## src/rtl/hazard_scoreboard.sv

```systemverilog
`default_nettype none
// ============================================================================
// Module   : hazard_scoreboard
// Purpose  : Pipeline hazard unit that sits beside the D stage. It uses a
//            per-register countdown scoreboard, loaded when an instruction
//            issues from D to E, to detect operand hazards. A cycle counter
//            tracks when the HI/LO multiply/divide unit is busy. A
//            three-state FSM sequences pipeline flushes for exceptions.
// Optional : define HAZARD_PERF_EN to build the stall-cycle perf counters.
//            When it is undefined, the perf outputs are tied to zero.
// Ports    : clk, resetn (async active-low)
//            d_valid, d_rs/d_rt, d_use_rs/d_use_rt, d_is_branch  - D consumer
//            d_wr_en, d_wa, d_lat                                - D producer
//            d_md_use, d_md_start                                - HI/LO usage
//            exc_req, exc_pc_err                                 - from M
//            stall_pc, stall_d, flush_d, flush_e, flush_m        - controls
//            md_busy, perf_lat_stalls, perf_md_stalls            - status
// Revision : 1.0 - initial release
// ============================================================================
module hazard_scoreboard #(
  parameter int NREG       = 32,
  parameter int AW         = 5,
  parameter int LW         = 2,
  parameter int MUL_CYCLES = 2,
  parameter int DIV_CYCLES = 34
) (
  input  logic          clk,
  input  logic          resetn,
  input  logic          d_valid,
  input  logic [AW-1:0] d_rs,
  input  logic [AW-1:0] d_rt,
  input  logic          d_use_rs,
  input  logic          d_use_rt,
  input  logic          d_is_branch,
  input  logic          d_wr_en,
  input  logic [AW-1:0] d_wa,
  input  logic [LW-1:0] d_lat,
  input  logic          d_md_use,
  input  logic [1:0]    d_md_start,
  input  logic          exc_req,
  input  logic          exc_pc_err,
  output logic          stall_pc,
  output logic          stall_d,
  output logic          flush_d,
  output logic          flush_e,
  output logic          flush_m,
  output logic          md_busy,
  output logic [31:0]   perf_lat_stalls,
  output logic [31:0]   perf_md_stalls
);

  // An entry holds at most d_lat+1, so it needs one bit more than d_lat.
  localparam int SBW   = LW + 1;
  localparam int MDMAX = (DIV_CYCLES > MUL_CYCLES) ? DIV_CYCLES : MUL_CYCLES;
  localparam int MDW   = $clog2(MDMAX + 1);

  typedef enum logic [1:0] {
    ST_RUN   = 2'd0,
    ST_FLUSH = 2'd1,
    ST_DRAIN = 2'd2
  } state_e;

  state_e           state_q, state_d;
  logic [SBW-1:0]   sb_q [NREG];
  logic [SBW-1:0]   sb_d [NREG];
  logic [MDW-1:0]   md_q, md_d;

  logic [SBW-1:0]   rs_cnt, rt_cnt, wr_val;
  logic             haz_rs, haz_rt, op_haz, md_haz, in_run, issue;

  // ---------------------------------------------------------------- hazards
  assign rs_cnt = sb_q[d_rs];
  assign rt_cnt = sb_q[d_rt];
  assign wr_val = SBW'(d_lat) + SBW'(1);

  // A branch resolves in D, so it needs the value already forwardable
  // (entry 0). Other consumers pick it up in E, which gives one cycle of
  // slack (entry <= 1).
  always_comb begin
    haz_rs = 1'b0;
    haz_rt = 1'b0;
    if (d_use_rs && (d_rs != '0))
      haz_rs = d_is_branch ? (rs_cnt != '0) : (rs_cnt > SBW'(1));
    if (d_use_rt && (d_rt != '0))
      haz_rt = d_is_branch ? (rt_cnt != '0) : (rt_cnt > SBW'(1));
  end

  assign op_haz  = haz_rs | haz_rt;
  assign md_busy = (md_q != '0);
  assign md_haz  = d_valid & d_md_use & md_busy;
  assign in_run  = (state_q == ST_RUN);
  assign issue   = d_valid & ~stall_d & ~flush_d;

  // --------------------------------------------------------------- FSM comb
  always_comb begin
    state_d  = state_q;
    stall_d  = 1'b0;
    stall_pc = 1'b0;
    flush_d  = 1'b0;
    flush_e  = 1'b0;
    flush_m  = 1'b0;
    case (state_q)
      ST_RUN: begin
        stall_d  = d_valid & (op_haz | md_haz);
        stall_pc = stall_d;
        flush_e  = stall_d;
        if (exc_req) state_d = ST_FLUSH;
      end
      ST_FLUSH: begin
        // The M instruction keeps its slot on a fetch address error.
        flush_d = 1'b1;
        flush_e = 1'b1;
        flush_m = ~exc_pc_err;
        state_d = ST_DRAIN;
      end
      ST_DRAIN: begin
        // Kills the wrong-path instruction that was fetched during FLUSH.
        flush_d = 1'b1;
        flush_e = 1'b1;
        state_d = ST_RUN;
      end
      default: state_d = ST_RUN;
    endcase
  end

  // ------------------------------------------------------- scoreboard next
  always_comb begin
    for (int i = 0; i < NREG; i++) begin
      sb_d[i] = sb_q[i];
      if (state_q == ST_FLUSH)
        sb_d[i] = '0;
      else if (issue && d_wr_en && (d_wa == AW'(i)))
        sb_d[i] = wr_val;        // a new producer wins over the countdown
      else if (sb_q[i] != '0)
        sb_d[i] = sb_q[i] - SBW'(1);
    end
    sb_d[0] = '0;                // $0 is never a real producer
  end

  // The HI/LO counter ignores flushes: the divider keeps running regardless.
  always_comb begin
    md_d = md_q;
    if (issue && (d_md_start == 2'b01))
      md_d = MDW'(MUL_CYCLES);
    else if (issue && (d_md_start == 2'b10))
      md_d = MDW'(DIV_CYCLES);
    else if (md_q != '0)
      md_d = md_q - MDW'(1);
  end

  // -------------------------------------------------------------- registers
  always_ff @(posedge clk or negedge resetn) begin
    if (!resetn) begin
      state_q <= ST_RUN;
      md_q    <= '0;
      for (int i = 0; i < NREG; i++) sb_q[i] <= '0;
    end else begin
      state_q <= state_d;
      md_q    <= md_d;
      for (int i = 0; i < NREG; i++) sb_q[i] <= sb_d[i];
    end
  end

  // ---------------------------------------------------------- perf counters
`ifdef HAZARD_PERF_EN
  logic [31:0] perf_lat_q, perf_md_q;

  always_ff @(posedge clk or negedge resetn) begin
    if (!resetn) begin
      perf_lat_q <= '0;
      perf_md_q  <= '0;
    end else begin
      if (d_valid && op_haz && in_run) perf_lat_q <= perf_lat_q + 32'd1;
      if (md_haz && in_run)            perf_md_q  <= perf_md_q + 32'd1;
    end
  end

  assign perf_lat_stalls = perf_lat_q;
  assign perf_md_stalls  = perf_md_q;
`else
  assign perf_lat_stalls = 32'h0;
  assign perf_md_stalls  = 32'h0;
`endif

endmodule
`default_nettype wire
```

## config.mk

```make
export PLATFORM = sky130hd
export DESIGN_NAME = hazard_scoreboard
export DESIGN_NICKNAME = d
export VERILOG_FILES = /design/src/rtl/hazard_scoreboard.sv
export SDC_FILE = /design/constraint.sdc
export NUM_CORES = 1
export LEC_CHECK = 0
export CAP_MARGIN = 40
export CORE_MARGIN = 8
export CORE_UTILIZATION = 52
export DETAILED_ROUTE_END_ITERATION = 6
export GPL_TIMING_DRIVEN = 0
export PLACE_DENSITY = 0.78
export REMOVE_ABC_BUFFERS = 1
export SLEW_MARGIN = 20
export SYNTH_ARGS = -nofsm -noshare
export SYNTH_HDL_FRONTEND = slang
export SYNTH_SLANG_ARGS = --single-unit
export TNS_END_PERCENT = 1
```

## constraint.sdc

```tcl
create_clock -name clk -period 5.2 [get_ports clk]
set_clock_uncertainty 0.2 [all_clocks]
set_input_delay 1.56 -clock clk [delete_from_list [all_inputs] [get_ports clk]]
set_output_delay 1.56 -clock clk [all_outputs]
set_load 0.005 [all_outputs]
```

; ---- Yosys cells after proc, flatten, opt, wreduce, memory -nomap -nowiden
; Index checks and enable logic that the tools add are counted.
[word_totals]
output_inout_bits = 70
inputBits = 29
elab_cells = 336
register_bits = 101
[op_classes]
bitwise = 12
order_cmp = 4
add_sub_neg = 33
muxes = 112
n_reduce_logical = 106
eq_ne = 36
[ops]
columns = cell, n
row1 = 3-bit two-way mux, 97
row2 = 3-bit nonzero test, 65
row3 = 3-bit by 1-bit subtractor with 3-bit output (second input constant), 31
row4 = 5-bit equality test (second input constant), 16
row5 = 5-bit by 4-bit equality test with 1-bit output (second input constant), 8
row6 = 1-bit logical AND, 36
row7 = 3-bit binary-select mux with 5-bit select, 2
row8 = 5-bit by 3-bit equality test with 1-bit output (second input constant), 4
row9 = 6-bit two-way mux, 3
row10 = 6-bit greater-or-equal comparator (second input constant), 2
row11 = 5-bit inverter with 6-bit output, 2
row12 = 5-bit by 2-bit equality test with 1-bit output (second input constant), 2
row13 = 5-bit nonzero test, 2
row14 = 1-bit two-way mux, 7
row15 = 3-bit by 1-bit greater-than comparator with 1-bit output (second input constant), 2
row16 = 6-bit nonzero test, 1
row17 = 6-bit by 1-bit subtractor with 6-bit output (second input constant), 1
row18 = 1-bit AND, 5
row19 = 5-bit by 1-bit equality test with 1-bit output (second input constant), 1
row20 = 2-bit by 1-bit equality test with 1-bit output (second input constant), 2
row21 = 2-bit equality test (second input constant), 2
row22 = 2-bit case mux with 2 select lines, 1
row23 = 2-bit by 1-bit adder with 3-bit output (second input constant), 1
row24 = 1-bit inverter, 3
row25 = other kinds (6), 7

; ---- Depth between registers and ports, before layout
; Gate-level depths: netlist of run 1.
[depth]
depth_word = 18
depth_mapped = 12
mapped_depth_nobuf = 10

; ---- Least setup slack after synthesis of run 1
; No wires, ideal clock.
[synth_path]
kind = input port to output port
startpoint = input d_rs[1]
endpoint = output stall_pc
path_stages = 9
arrival_time_ns = 3.589
path_slack_ns = -0.149
cell_sequence = buf_4 -> inv_2 -> mux4_2 -> mux4_2 -> a31oi_1 -> a22o_4 -> buf_2 -> and2_1 -> buf_4
[synth_between]
elab_chain_cells = 11
word_cells_on_any_way = 14
[synth_rtl]
columns = element, line
row1 = from (decl), 30  ; input logic [AW-1:0] d_rs,
row2 = 5-bit inverter with 6-bit output (implied by the code), 72  ; assign rs_cnt = sb_q[d_rs];
row3 = 3-bit binary-select mux with 5-bit select, 72
row4 = 3-bit two-way mux (implied by the code) (2 in series), 72
row5 = 3-bit by 1-bit greater-than comparator with 1-bit output / 3-bit nonzero test (equally long branches), 83  ; haz_rs = d_is_branch ? (rs_cnt != '0) : (rs_cnt > SBW'(1));
row6 = 1-bit two-way mux, 83
row7 = 1-bit two-way mux *, 82  ; if (d_use_rs && (d_rs != '0))
row8 = 1-bit OR *, 88  ; assign op_haz = haz_rs | haz_rt;
row9 = 1-bit OR *, 104  ; stall_d = d_valid & (op_haz | md_haz);
row10 = 1-bit AND *, 104
row11 = 1-bit two-way mux *, n/a
row12 = to (decl), 42  ; output logic stall_pc,
; Mark *: on every way between the ends. The rest lies on a longest branch, timed or not. The select of a mux whose other input is x is not followed.

; ---- Final worst setup path of run 1
[layout_path]
startpoint = input d_rt[0]
endpoint = output flush_e
[layout_between]
elab_chain_cells = 11
word_cells_on_any_way = 14
[layout_rtl]
columns = element, line
row1 = from (decl), 31  ; input logic [AW-1:0] d_rt,
row2 = 5-bit inverter with 6-bit output (implied by the code), 73  ; assign rt_cnt = sb_q[d_rt];
row3 = 3-bit binary-select mux with 5-bit select, 73
row4 = 3-bit two-way mux (implied by the code) (2 in series), 73
row5 = 3-bit by 1-bit greater-than comparator with 1-bit output / 3-bit nonzero test (equally long branches), 85  ; haz_rt = d_is_branch ? (rt_cnt != '0) : (rt_cnt > SBW'(1));
row6 = 1-bit two-way mux, 85
row7 = 1-bit two-way mux *, 84  ; if (d_use_rt && (d_rt != '0))
row8 = 1-bit OR *, 88
row9 = 1-bit OR *, 104
row10 = 1-bit AND *, 104
row11 = 1-bit case mux with 2 select lines *, 102  ; case (state_q)
row12 = to (decl), 45  ; output logic flush_e,
; Marks and branches as above.

==> results of run 1 <==
metal layers:
layer | GRT usage (%) | routed length, um
met5 | 0 | 0
met4 | 7.55 | 767
met3 | 6.06 | 1780
met2 | 33.2 | 10300
met1 | 23.0 | 8540
registers in the layout (all words and copies together), names as in the netlist:
| register | flops |
|---|---|
| sb_q | 93 |
| md_q | 6 |
| state_q | 2 |
kinds of logic after synthesis:
family	share of synthesized area, %
muxes	20.9
and+or+nand+nor	17.4
buffers and inverters	12.3
other	0.0431
DFF	29.1
AOI/OAI and AO/OA	7.11
xor gates and xnor gates	3.32
adders and majority gates	9.79
Yosys cell counts, drive strengths merged:
master	instances
nand3b	19
a221oi	1
a31oi	6
o21ai	9
o31ai	1
and2	2
conb	1
xor2	32
buf	80
nor2	192
clkbuf	21
o211ai	2
mux2	94
nand2	15
a2111o	1
a2111oi	1
o2111ai	1
inv	104
a41oi	1
or4	5
mux4	26
nor3b	3
a22o	1
nor3	11
dfrtp	101
or2	3
or3	16
nor2b	8
or3b	4
ha	68
o32ai	2
nand3	6
xnor2	1
a21oi	72
mux2i	4
nand4	2
a311oi	3
a211oi	3
nand2b	6
a211o	1
stage by stage:
stage | TNS, ns | hold WS [ns]
2_1_floorplan | 0 | 0.275
3_3_place_gp | -304.41 | 0.298
3_5_place_dp | -18.42 | 0.297
4_1_cts | -0.424 | 0.313
5_1_grt | -0.920 | 0.345
6_report | -0.882 | 0.313
worst max-delay path: stages:
cell and delay (ns):
sky130_fd_sc_hd__buf_12 0.12, sky130_fd_sc_hd__buf_12 0.14, sky130_fd_sc_hd__mux4_2 0.51, sky130_fd_sc_hd__nand2_1 0.11, sky130_fd_sc_hd__o21ai_0 0.13, sky130_fd_sc_hd__a211oi_2 0.32, sky130_fd_sc_hd__o32ai_4 0.16, sky130_fd_sc_hd__a22o_4 0.28
sky130_fd_sc_hd__buf_6 0.13, sky130_fd_sc_hd__a21oi_2 0.11, sky130_fd_sc_hd__nor2_1 0.05, sky130_fd_sc_hd__buf_2 0.12
repair_timing:
item / 4_1_cts / 5_1_grt
gates resized for setup: 83 / 10
setup endpoints to repair: 3 / 3
gates cloned: 1 / 0
pin swaps: 13 / 8
hold endpoints to repair: 0 / 0
setup buffers: 13 / 2
where the power goes:
part / internal [mW] / total (mW) / switching [mW]
registers: 1.18 / 1.52 / 0.336
logic: 1.99 / 3.88 / 1.89
clock network: 0.334 / 0.633 / 0.299
final cells by class:
| type | count | area (um2) |
|---|---|---|
| clock buffer | 11 | 243 |
| multi-input combinational | 687 | 5490 |
| sequential | 101 | 2530 |
| fill | 1353 | 6790 |
| tap | 220 | 275 |
| inverter | 104 | 410 |
| clock inverter | 4 | 25.0 |
| timing repair buffer | 59 | 711 |
final timing paths:
check,depth (start not counted),slack [ns],endpoint
max in group asynchronous,2,3.26,sb_q[24]
max reg2reg,12,1.14,sb_q[87]
min reg2reg,1,0.31,md_q[1]
max,12,-0.31,flush_e
min in group asynchronous,1,0.87,sb_q[92]
min,1,0.31,md_q[1]
==> summary by stage, run 1 <==
Run status
The run finished, with violations left. The checks that failed: setup timing.

Yosys
Counting distinct cell types in the post-synthesis netlist gives 57. The top-area cell type share of the netlist area is 29.1%. The cell type with the highest aggregate area in the netlist is sky130_fd_sc_hd__dfrtp_1. The number of synthesized register bits is 101. By area the synthesized netlist is led by sky130_fd_sc_hd__dfrtp_1, sky130_fd_sc_hd__ha_1, sky130_fd_sc_hd__nor2_1. The netlist area before placement is 8690 um2.

For this run, the register share of the synthesized area comes to 29.1%. Each instance of the synthesized netlist takes up on average 9.36 um2. Synthesis produced a netlist whose cell count is 929. The total number of yosys warnings is 0.

Worst setup path
The reg-to-reg startpoint is md_q[0]. STA classifies the critical path startpoint as a primary input. The critical path required time is 3.44 ns. The arrival time of the worst setup path is 3.75 ns. The peak fanout along the critical path is 12. The most critical setup path has its startpoint at d_rt[0].

The type of element capturing the critical path is a primary output. The critical path is of the primary input to primary output type.

Die
The die covers 21100 um2. The vertical extent of the die is 145 um. The initial core utilization is 52.8%. The die is 145 um wide. The area of the core is 16500 um2.

For this design the top-level I/O count stands at 99. The number of standard-cell rows in the floorplan is 47.

Drt
The total DRC errors in the routed layout is 0. Across all layers, the routed design uses 6558 vias. The routed wire length is 21.4 mm. The number of routed nets with antenna violations is 0.

The mean routed wirelength per cell is 18.0 um. The detailed-router iteration count before antenna repair is 5. For this block, the initial DRC count from the detailed router was 527. Dividing the detail-routed via count by the number of cells gives 5.53.

Placement
Routability-driven placement finished with a final weighted congestion of 0.835. The instance area after placement is 9100 um2. The placement-stage worst setup slack is -1.69 ns. The placed instance count is 1154. Buffers placed on the I/O ports in this run total 34.

The post-DP HPWL is 14.5 mm.

Run
Across the run, the number of max-cap violations was 0.

Timing
After layout, the minimum clock period comes to 5.51 ns. Setup repair after global routing could not meet its margin everywhere. Dividing the final minimum period by the clock period gives 106%.

The final-report max-slew violation count was 0. The setup slack of the critical path after layout is -0.311 ns. Static timing analysis puts the maximum clock frequency at 181 MHz. The number of failing hold endpoints at the final stage is 0.

Measured against its own limit, the worst slew margin works out to 46.6%. The count of endpoints failing setup in the final report is 3. For the pin with the worst max-slew slack, the measured transition is 0.799 ns.

Cells and area
In the final design database the tool counted 1059 nets. Cells fill 58.8% of the core in the end. Once layout is done, the placed cells without fillers occupy 9680 um2. Relative to the synthesized area, the layout overhead comes to 11.3%. The final cell count without fillers is 1186. The number of antenna diodes in the final layout is 0.

The leading cell type in the layout, fill and taps excluded is sky130_fd_sc_hd__nor2_1. In the layout the commonest cells are sky130_fd_sc_hd__nor2_1, sky130_fd_sc_hd__inv_1, sky130_fd_sc_hd__dfrtp_1, sky130_fd_sc_hd__a21oi_1, sky130_fd_sc_hd__ha_1. Cells with a size suffix above 1 make up 22.0% of the layout.

Power
IR analysis of the VDD net gives a maximum drop of 0.000296 V. After layout, the design draws a total of 6.04 mW. In this run the power density over the cells is 624 nW/um2. In this run the static leakage power is 4.82 nW.

GRT
The number of global-route vias before repair came to 6533. For this run, the total global-route usage over all layers was measured as 19.7%. The largest net degree at the start of global routing is 75. The total congestion overflow after global routing is 0. The number of antenna violations at the first check in global routing is 0. The global-route wire length before repair is 33.5 mm.

Clocking
The H-tree was split into 3 levels. The later pin in the worst-skew pair is clocked with a latency of 0.36 ns. The hold buffer count at CTS is 0. The TritonCTS clock tree is yes. The clock sink total is 101. After clock tree synthesis, the clock-pin slew on the worst setup and hold paths is 0.07 ns.

CTS placed an instance of sky130_fd_sc_hd__clkbuf_16 at the clock tree root. In this run the deepest clock path goes through 2 buffers. Clock tree synthesis inserted a total of 9 buffers.

Hold path
The launch point of the worst hold path is md_q[1]. The min-delay analysis places its worst path in the category flip-flop to flip-flop.
Power figures use the tool's default switching activity.
==> inputs of run 2 (changes only) <==
--- a/config.mk
+++ b/config.mk
@@ -5,10 +5,12 @@
 export SDC_FILE = /design/constraint.sdc
 export NUM_CORES = 1
 export LEC_CHECK = 0
+export ABC_AREA = 1
 export CAP_MARGIN = 40
 export CORE_MARGIN = 8
-export CORE_UTILIZATION = 52
+export CORE_UTILIZATION = 53
 export DETAILED_ROUTE_END_ITERATION = 6
+export GPL_ROUTABILITY_DRIVEN = 0
 export GPL_TIMING_DRIVEN = 0
 export PLACE_DENSITY = 0.78
 export REMOVE_ABC_BUFFERS = 1
@@ -16,4 +18,4 @@
 export SYNTH_ARGS = -nofsm -noshare
 export SYNTH_HDL_FRONTEND = slang
 export SYNTH_SLANG_ARGS = --single-unit
-export TNS_END_PERCENT = 1
+export TNS_END_PERCENT = 30
==> run 2 against run 1 <==
The flow still finishes with violations (setup timing). Synthesized cell count increased by 67%. Sequential power hardly changed. Die area increased by 7.2%. Total power shrank 2.8%. Final area increased by 6.9%. Global-route usage is 3.9 points higher. Worst setup slack better by 0.29 ns. Hold slack worse by 0.030 ns.
==> summary by stage, run 2 <==
Clocking
The clock input transition at the sequential cells of the worst setup and hold paths came to 0.07 ns (about the same). The number of CTS-inserted buffers came to 9 (unchanged). The root buffer cell chosen for the clock tree is sky130_fd_sc_hd__clkbuf_16.

The hold buffer count at CTS came to 0 (unchanged). The maximum level of the CTS H-tree is 3 (unchanged). The TritonCTS clock tree is yes.

The clock sink total is 101 (unchanged). The deepest clock path buffer count is 2 (unchanged). The insertion delay of the later-clocked pin in the worst-skew pair is 0.37 ns (about the same).

Power
The power spent charging and discharging nets came to 2.88 mW (+14%). The fraction of power spent switching nets is 49.1% (+7.3 points). The overall power consumption is 5.87 mW (-2.8%).

The part of the total power dissipated in sequential elements is 25.5% (+0.3 points). The logic gate share of total power is 61.2% (-3.1 points). The maximum vdd drop came to 0.000492 V (+66%). The cell leakage power is 5.65 nW (+17%). The ratio of total power to cell area is 567 nW/um2 (-9.1%). The clock network fraction of design power is 13.3% (+2.8 points). The internal cell power was 2.99 mW (-15%).

Die
The vertical extent of the die was 150 um (+3.6%). The number of standard-cell rows in the floorplan came to 49 (+4.3%). The width of the chip is 150 um (+3.6%). The full die area is 22600 um2 (+7.2%). The area of the core came to 17800 um2 (+8.4%). The number of top-level pins came to 99 (unchanged).

The initial core utilization is 53.7% (+0.92 points).

Worst setup path
The type of element capturing the critical path is a primary output. The slowest cell on the critical path is sky130_fd_sc_hd__clkdlybuf4s50_1. The critical path is of the primary input to primary output type. Traced cell by cell, the critical path runs through clkdlybuf4s15_2 -> clkinv_4 -> a21oi_1 -> nand3_1 -> nand3_1 -> nand2_1 -> nand3_1 -> nand3_2 -> nand3_1 -> nand2_2 -> inv_1 -> clkdlybuf4s50_1. In this run the critical register-to-register path is launched from sb_q[83].

The slack of the worst reg-to-reg path is 1.64 ns (+0.50 ns). The peak fanout along the critical path is 10 (-2). The arrival time of the worst setup path is 3.46 ns (-0.29 ns). The count of cells along the worst register-to-register path came to 18 (+6). The most frequent cell on the critical path is sky130_fd_sc_hd__nand3_1. The delay of the slowest cell on the worst path is 0.50 ns (about the same). The endpoint identified for the worst register-to-register timing path is sb_q[68]. The critical path launch point is d_rt[2]. The critical path required time is 3.44 ns (about the same).

The startpoint type of the worst setup path is a primary input.

Yosys
Among all flip-flop cells after synthesis, the most frequent one is sky130_fd_sc_hd__dfrtp_1. The parity-gate share of the synthesized area counting xor and xnor cells was 0.366% (-3.0 points). The sequential fraction of the synthesis area is 26.4% (-2.7 points). The multiplexer fraction of the synthesized cell area is 0% (-21 points).

The biggest area contributor in the post-synthesis netlist is sky130_fd_sc_hd__nand2_1. The number of synthesized register bits is 101 (unchanged). The total number of yosys warnings was 0 (unchanged). By area, the combinational part of the netlist is dominated by simple AND/OR/NAND/NOR gates. The post-synthesis share of cell area spent on and, or, nand and nor gates is 45.3% (+28 points). The number of synthesized flops with an enable pin is 0 (unchanged). By count the netlist is led by sky130_fd_sc_hd__nand2_1, sky130_fd_sc_hd__inv_1, sky130_fd_sc_hd__dfrtp_1, sky130_fd_sc_hd__nor2_1, sky130_fd_sc_hd__nand3_1. The most instantiated library cell after synthesis is sky130_fd_sc_hd__nand2_1. The netlist area before placement is 9580 um2 (+10%). The top-area cell type share of the netlist area came to 28.6% (-0.52 points). The mean instance size in the synthesized netlist is 6.19 um2 (-34%). The fraction of the mapped netlist area in compound gates is 3.86% (-3.2 points). The post-synthesis cell count is 1549 (+67%). Sorting the synthesized cells by area gives the leading types as sky130_fd_sc_hd__nand2_1, sky130_fd_sc_hd__dfrtp_1, sky130_fd_sc_hd__ha_1.

The post-synthesis share of cell area spent on full adders, half adders and majority gates was 8.88% (-0.91 points). The fraction of synthesis flops using an asynchronous set or reset pin was 100% (unchanged). The count of unique library cells instantiated by Yosys is 31 (-46%).

Placement
The instance area after placement was 9900 um2 (+8.7%). The placement-stage worst setup slack came to -1.18 ns (+0.513 ns). The placed instance count was 1778 (+54%). The post-DP HPWL was 18.8 mm (+29%). The number of port buffers is 34 (unchanged).

Timing
Setup repair after global routing could not meet its margin everywhere. The sum of negative setup slack came to -0.0234 ns (+0.858 ns). The maximum operating frequency is 191 MHz (+5.5%). The final-report max-slew violation count is 0 (unchanged).

The setup slack of the critical path after layout is -0.0234 ns (+0.288 ns). The number of failing hold endpoints at the final stage was 0 (unchanged). The transition time at the pin with the least slew margin was 0.797 ns (-0.00199 ns). The post-layout minimum cycle time is 5.22 ns (-0.288 ns). The count of endpoints failing setup in the final report is 1 (-2).

The remaining max-slew budget at the tightest pin is 46.8% (+0.16 points). The final worst-path cycle share came to 100% (-5.5 points).

Cells and area
The area added between synthesis and finish is 7.96%. The combined area of the multi-input logic cells is 5900 um2 (+7.5%). The sequential cell area was 2530 um2 (unchanged). The number of filler instances in the final layout is 1680 (+24%).

The final standard cell area without fillers came to 10300 um2 (+6.9%). The proportion of layout cells with a drive suffix above 1 is 9.68% (-12 points). The final cell count without fillers is 1800 (+52%).

In the final layout, the registers with the most flip-flops are sb_q (93), md_q (6), state_q (2). Leaving out fill and tap cells, the most frequent cells in the layout are sky130_fd_sc_hd__nand2_1, sky130_fd_sc_hd__inv_1, sky130_fd_sc_hd__dfrtp_1, sky130_fd_sc_hd__nor2_1, sky130_fd_sc_hd__nand3_1. The number of flip-flops in the largest register was 93 (unchanged). The number of diodes is 0 (unchanged). The final layout net count is 1663 (+57%).

The register containing the most flip-flops in the final layout is sb_q. The leading cell type in the layout, fill and taps excluded is sky130_fd_sc_hd__nand2_1.

GRT
The largest net degree at the start of global routing is 64 (-15%). The global-route wire length before repair is 42.5 mm (+27%). The aggregate global-route resource usage is 23.5% (+3.9 points).

The number of antenna violations at the first check in global routing is 0 (unchanged). The total congestion overflow after global routing was 0 (unchanged). The number of global-route vias before repair came to 8827 (+35%).

Hold path
The path category of the worst min-delay check is flip-flop to flip-flop. The depth of the worst hold-timing path was 2 (+1). The worst hold path terminates at sb_q[65].

The launch point of the worst hold path is sb_q[65].

Run status
The final reports fail on setup timing. The run finished, with violations left.

Drt
The mean routed wirelength per cell came to 14.5 um (-20%). The total DRC errors in the routed layout was 0 (unchanged). The routed wire length was 26.0 mm (+22%). The routed via count divided by cell count came to 5.14 (-7.0%).

The number of routed nets with antenna violations came to 0 (unchanged). The violation count after the first detailed-route iteration was 831 (+58%). The detailed-router iteration count before antenna repair is 5 (unchanged). The number of vias after detailed routing is 9260 (+41%).

Run
The max-cap check violation count came to 0 (unchanged).
## run 2: changes by cell type after synthesis, sizes merged, moves of 8 or more
cell,previous run,this run
nor2b,8,0
o21ai,9,24
a21oi,72,15
nand3b,19,0
nand2,15,730
mux4,26,0
nand3,6,81
o21bai,0,18
mux2,94,0
or3,16,0
inv,104,198
xor2,32,3
## run 2: area by class of cell
cell class                      count  area share (%)
Clock buffer                       11            2.44
Clock inverter                      5           0.798
Inverter                          199            7.36
Multi-Input combinational cell   1208            57.0
Sequential cell                   101            24.4
Tap cell                          229            2.77
Timing Repair Buffer               47            5.21
## run 2: timing repair
action                                  in CTS  in global routing
resized for setup                           57                  1
endpoints found under the setup margin      69                  3
setup buffers                                6                  0
endpoints found under the hold margin        0                  0
pin swaps                                    4                  0
## run 2: worst max path at each step
stage               depth (start not counted)  slack (ns)       end
global route                               16       -0.15  stall_pc
global placement                           18       -2.22  sb_q[86]
finish                                     12       -0.02  stall_pc
CTS                                        15        0.02  stall_pc
floorplan                                  20        0.44  sb_q[10]
detailed placement                         14       -1.18   flush_e
## run 2: routing by layer
layer | part of all wire (%) | global-route usage, %
met5 | 0 | 0
met4 | 3.4 | 11.1
met3 | 9.8 | 5.02
met2 | 46 | 38.8
met1 | 41 | 28.8
## run 2: power groups by stage
stage	logic [mW]	registers (mW)	clock network, mW
CTS	3.58	1.49	0.792
global route	4.16	1.55	0.821
finish	3.59	1.50	0.778
global placement	3.37	1.49	0
floorplan	2.71	1.41	0
detailed placement	3.56	1.49	0
## run 2: cells by family after synthesis
group	count (synthesis)
and+or+nand+nor	1010
xor gates and xnor gates	4
AOI/OAI and AO/OA	62
adders and majority gates	68
DFF	101
buffers and inverters	303
other	1
## run 2: per-stage QoR
step | hold WS (ns) | utilization (%)
2_1_floorplan | 0.249 | -
3_3_place_gp | 0.261 | 54.6
3_5_place_dp | 0.265 | 55.5
4_1_cts | 0.285 | 58.0
5_1_grt | 0.297 | 58.0
6_report | 0.283 | 58.0
## run 2: critical path: cells and delay by family
family / cells / cell delay (ns)
AO/OA/AOI/OAI: 1 / 0.15
AND/OR/NAND/NOR: 7 / 0.59
buffers and inverters: 4 / 1.14
==> inputs of run 3 (changes only) <==
--- a/config.mk
+++ b/config.mk
@@ -6,7 +6,8 @@
 export NUM_CORES = 1
 export LEC_CHECK = 0
 export ABC_AREA = 1
-export CAP_MARGIN = 40
+export CAP_MARGIN = 25
+export CORE_ASPECT_RATIO = 0.5
 export CORE_MARGIN = 8
 export CORE_UTILIZATION = 53
 export DETAILED_ROUTE_END_ITERATION = 6
==> run 3 against run 2 <==
First-iteration DRC count up 21%. Core utilization rose by 1.2 points. The run now ends clean. Count of clock-buffer cells in the layout down 2. Non-clock buffer count increased by 2. Flip-flop and latch count unchanged. Die area increased by 1.2%. Total power down 0.36%. Maximum frequency grew 1.5%. Combinational power grew 2%. Cell count grew 0.39%. Largest cell class unchanged.
==> summary by stage, run 3 (synthesis gave the netlist of run 2 again) <==
Power
The ratio of total power to cell area was 564 nW/um2 (-0.62%). The cell leakage power is 5.66 nW (+0.10%). The maximum vdd drop was 0.000213 V (-57%).

Die
The width of the chip is 206 um (+37%). The number of top-level pins came to 99 (unchanged). The full die area is 22900 um2 (+1.2%). The vertical extent of the die is 111 um (-26%). The area of the core is 17500 um2 (-1.8%). The number of standard-cell rows in the floorplan was 34 (-31%). The initial core utilization is 54.7% (+0.96 points).

Worst setup path
The cell family contributing the most delay on the critical path is simple AND/OR/NAND/NOR gates. STA classifies the critical path startpoint as a primary input. The start-to-end type of the worst setup path is primary input to primary output. The endpoint identified for the worst register-to-register timing path is sb_q[39]. The count of cells along the worst register-to-register path was 19 (+1).

The delay of the slowest cell on the worst path is 0.50 ns (about the same). The arrival time of the worst setup path is 3.38 ns (-0.08 ns). The critical path goes through buf_12 -> nand2_1 -> inv_2 -> nand2_1 -> nand2_1 -> nand2_1 -> nand2_1 -> nor2_1 -> nand3_1 -> nand2_1 -> nand2_1 -> nand3_2 -> nand3_4 -> nand2_4 -> inv_1 -> clkdlybuf4s50_1. The slack of the worst reg-to-reg path is 1.75 ns (+0.11 ns). STA classifies the critical path endpoint as a primary output. The peak fanout along the critical path is 16 (+6). The buffers plus inverters on the worst setup path is 4 (unchanged). The most frequent cell on the critical path is sky130_fd_sc_hd__nand2_1. The critical path required time is 3.44 ns (about the same). Among all stages on the critical path, the largest delay is contributed by sky130_fd_sc_hd__clkdlybuf4s50_1. The reg-to-reg startpoint is sb_q[88]. The critical path launch point is d_rt[1].

Hold path
The depth of the worst hold-timing path is 2 (unchanged). The path category of the worst min-delay check is flip-flop to flip-flop. The launch point of the worst hold path is sb_q[85]. The worst hold path terminates at sb_q[85].

Clocking
The TritonCTS clock tree is yes. The insertion delay of the later-clocked pin in the worst-skew pair was 0.36 ns (about the same). The number of CTS-inserted buffers came to 9 (unchanged). The clock sink total is 101 (unchanged). The clock root buffer is sky130_fd_sc_hd__clkbuf_16. The maximum level of the CTS H-tree is 3 (unchanged). The deepest clock path buffer count came to 2 (unchanged).

The clock input transition at the sequential cells of the worst setup and hold paths is 0.07 ns (about the same).

Cells and area
The final layout net count is 1665 (+0.12%). The leading cell type in the layout, fill and taps excluded is sky130_fd_sc_hd__nand2_1. The library cells used most frequently in the layout, excluding fill and tap cells, are sky130_fd_sc_hd__nand2_1, sky130_fd_sc_hd__inv_1, sky130_fd_sc_hd__dfrtp_1, sky130_fd_sc_hd__nor2_1, sky130_fd_sc_hd__nand3_1. The number of diodes is 0 (unchanged). In the final layout, the registers with the most flip-flops are sb_q (93), md_q (6), state_q (2). The number of flip-flops in the largest register is 93 (unchanged). The area growth from synthesis to layout is 8.25%. Ranked by flip-flop count, first place goes to sb_q.

The proportion of layout cells with a drive suffix above 1 is 9.98% (+0.31 points).

GRT
The total congestion overflow after global routing was 0 (unchanged). The largest net degree at the start of global routing came to 55 (-14%). The number of global-route vias before repair is 9102 (+3.1%). The global-route wire length before repair came to 43.9 mm (+3.2%). The aggregate global-route resource usage is 23.3% (-0.24 points). The number of antenna violations at the first check in global routing came to 0 (unchanged).

Timing
The transition time at the pin with the least slew margin is 0.990 ns (+0.193 ns). The post-layout minimum cycle time is 5.14 ns (-0.0796 ns). The number of failing hold endpoints at the final stage was 0 (unchanged). The sum of negative setup slack came to 0 ns (+0.0234 ns). The final-report max-slew violation count is 0 (unchanged).

The final worst-path cycle share is 98.9% (-1.5 points). The tightest hold margin was 0.281 ns (-0.00149 ns). The count of endpoints failing setup in the final report is 0 (-1). The setup slack of the critical path after layout is 0.0562 ns (+0.0796 ns). The remaining max-slew budget at the tightest pin is 33.8% (-13 points). The maximum operating frequency came to 194 MHz (+1.5%).

Drt
The detailed-router iteration count before antenna repair is 6 (+1). The number of vias after detailed routing came to 9595 (+3.6%). The mean routed wirelength per cell is 15.1 um (+4.3%). The violation count after the first detailed-route iteration is 1003 (+21%). The number of routed nets with antenna violations is 0 (unchanged). The total DRC errors in the routed layout is 0 (unchanged).

The routed wire length is 27.3 mm (+4.7%). The routed via count divided by cell count is 5.31 (+3.2%).

Placement
The placement-stage worst setup slack is -1.70 ns (-0.519 ns). The post-DP HPWL is 19.6 mm (+4.4%). The number of port buffers is 34 (unchanged).

Run status
The flow ran to the end, and the final reports show no timing, DRC or antenna violations.

Run
The max-cap check violation count is 0 (unchanged).
==> run 3: cell types whose count changed in the layout (fill, tap and decap cells not counted), moves of 2 or more <==
cell,before,now
sky130_fd_sc_hd__clkbuf_8,2,0
sky130_fd_sc_hd__clkinv_2,1,3
sky130_fd_sc_hd__clkinv_4,3,1
sky130_fd_sc_hd__clkdlybuf4s15_2,2,0
sky130_fd_sc_hd__bufinv_16,2,0
sky130_fd_sc_hd__inv_6,1,4
sky130_fd_sc_hd__buf_12,4,6
sky130_fd_sc_hd__clkinvlp_4,0,2
sky130_fd_sc_hd__buf_4,7,10
sky130_fd_sc_hd__inv_2,8,5
sky130_fd_sc_hd__buf_6,4,2
==> run 3: how the worst max path moves through the flow <==
stage	slack, ns	cells past startpoint	endpoint
6_report	0.06	16	stall_pc
3_3_place_gp	-2.28	18	sb_q[85]
3_5_place_dp	-1.70	14	flush_e
5_1_grt	-0.008	16	stall_pc
2_1_floorplan	0.44	20	sb_q[10]
4_1_cts	0.04	16	stall_d
==> run 3: report_power, final <==
| part | switching [mW] | internal, mW | total (mW) |
|---|---|---|---|
| Clock | 0.343 | 0.329 | 0.672 |
| Sequential | 0.306 | 1.20 | 1.51 |
| Combinational | 2.33 | 1.34 | 3.67 |
| Total | 2.98 | 2.87 | 5.85 |
==> run 3: repair_timing <==
item,in CTS,in global routing
pin swaps,4,5
hold buffers,0,0
gates cloned,0,1
buffers inserted,5,5
gates resized for setup,63,22
endpoints found under the setup margin,93,3
==> run 3: metrics by stage <==
step                      area, um2  utilization [%]  power, mW  instances
after floorplan                9110                -       4.12       1508
after global placement         9750             55.6       4.85       1776
after detailed placement       9850             56.2       5.10       1780
after CTS                     10200             58.4       5.79       1801
after global routing          10400             59.2       6.48       1807
final                         10400             59.2       5.85       1807
==> run 3: cell type report <==
| class | instances | area (um2) |
|---|---|---|
| Fill cell | 1589 | 7150 |
| Clock buffer | 9 | 225 |
| Tap cell | 234 | 293 |
| Inverter | 199 | 782 |
| Sequential cell | 101 | 2530 |
| Timing Repair Buffer | 49 | 573 |
| Clock inverter | 7 | 48.8 |
| Multi-Input combinational cell | 1208 | 5930 |
==> run 3: per-layer routing <==
layer | GRT usage, % | routed length, um | share of wire (%)
met1 | 30.9 | 11500 | 42
met2 | 36.7 | 12000 | 44
met3 | 4.49 | 2960 | 11
met4 | 8.99 | 884 | 3.2
met5 | 0 | 0 | 0
==> run 3: worst register-to-register path: stages, from the launching register on <==
cell and delay, ns:
sky130_fd_sc_hd__dfrtp_1 0.40, sky130_fd_sc_hd__nor2_1 0.28, sky130_fd_sc_hd__inv_1 0.07, sky130_fd_sc_hd__nand2_1 0.06
sky130_fd_sc_hd__nand3_1 0.06, sky130_fd_sc_hd__nand2_1 0.06, sky130_fd_sc_hd__nand3_1 0.11, sky130_fd_sc_hd__nand2_1 0.11
sky130_fd_sc_hd__nand3_1 0.12, sky130_fd_sc_hd__nand3_2 0.13, sky130_fd_sc_hd__nand3_4 0.10, sky130_fd_sc_hd__nand2_4 0.08
sky130_fd_sc_hd__buf_4 0.13, sky130_fd_sc_hd__nand4_4 0.31, sky130_fd_sc_hd__inv_2 0.57, sky130_fd_sc_hd__nand2_1 0.21
sky130_fd_sc_hd__nand2_1 0.12, sky130_fd_sc_hd__nand2_1 0.07, sky130_fd_sc_hd__nand2_1 0.08, sky130_fd_sc_hd__nand2_1 0.06
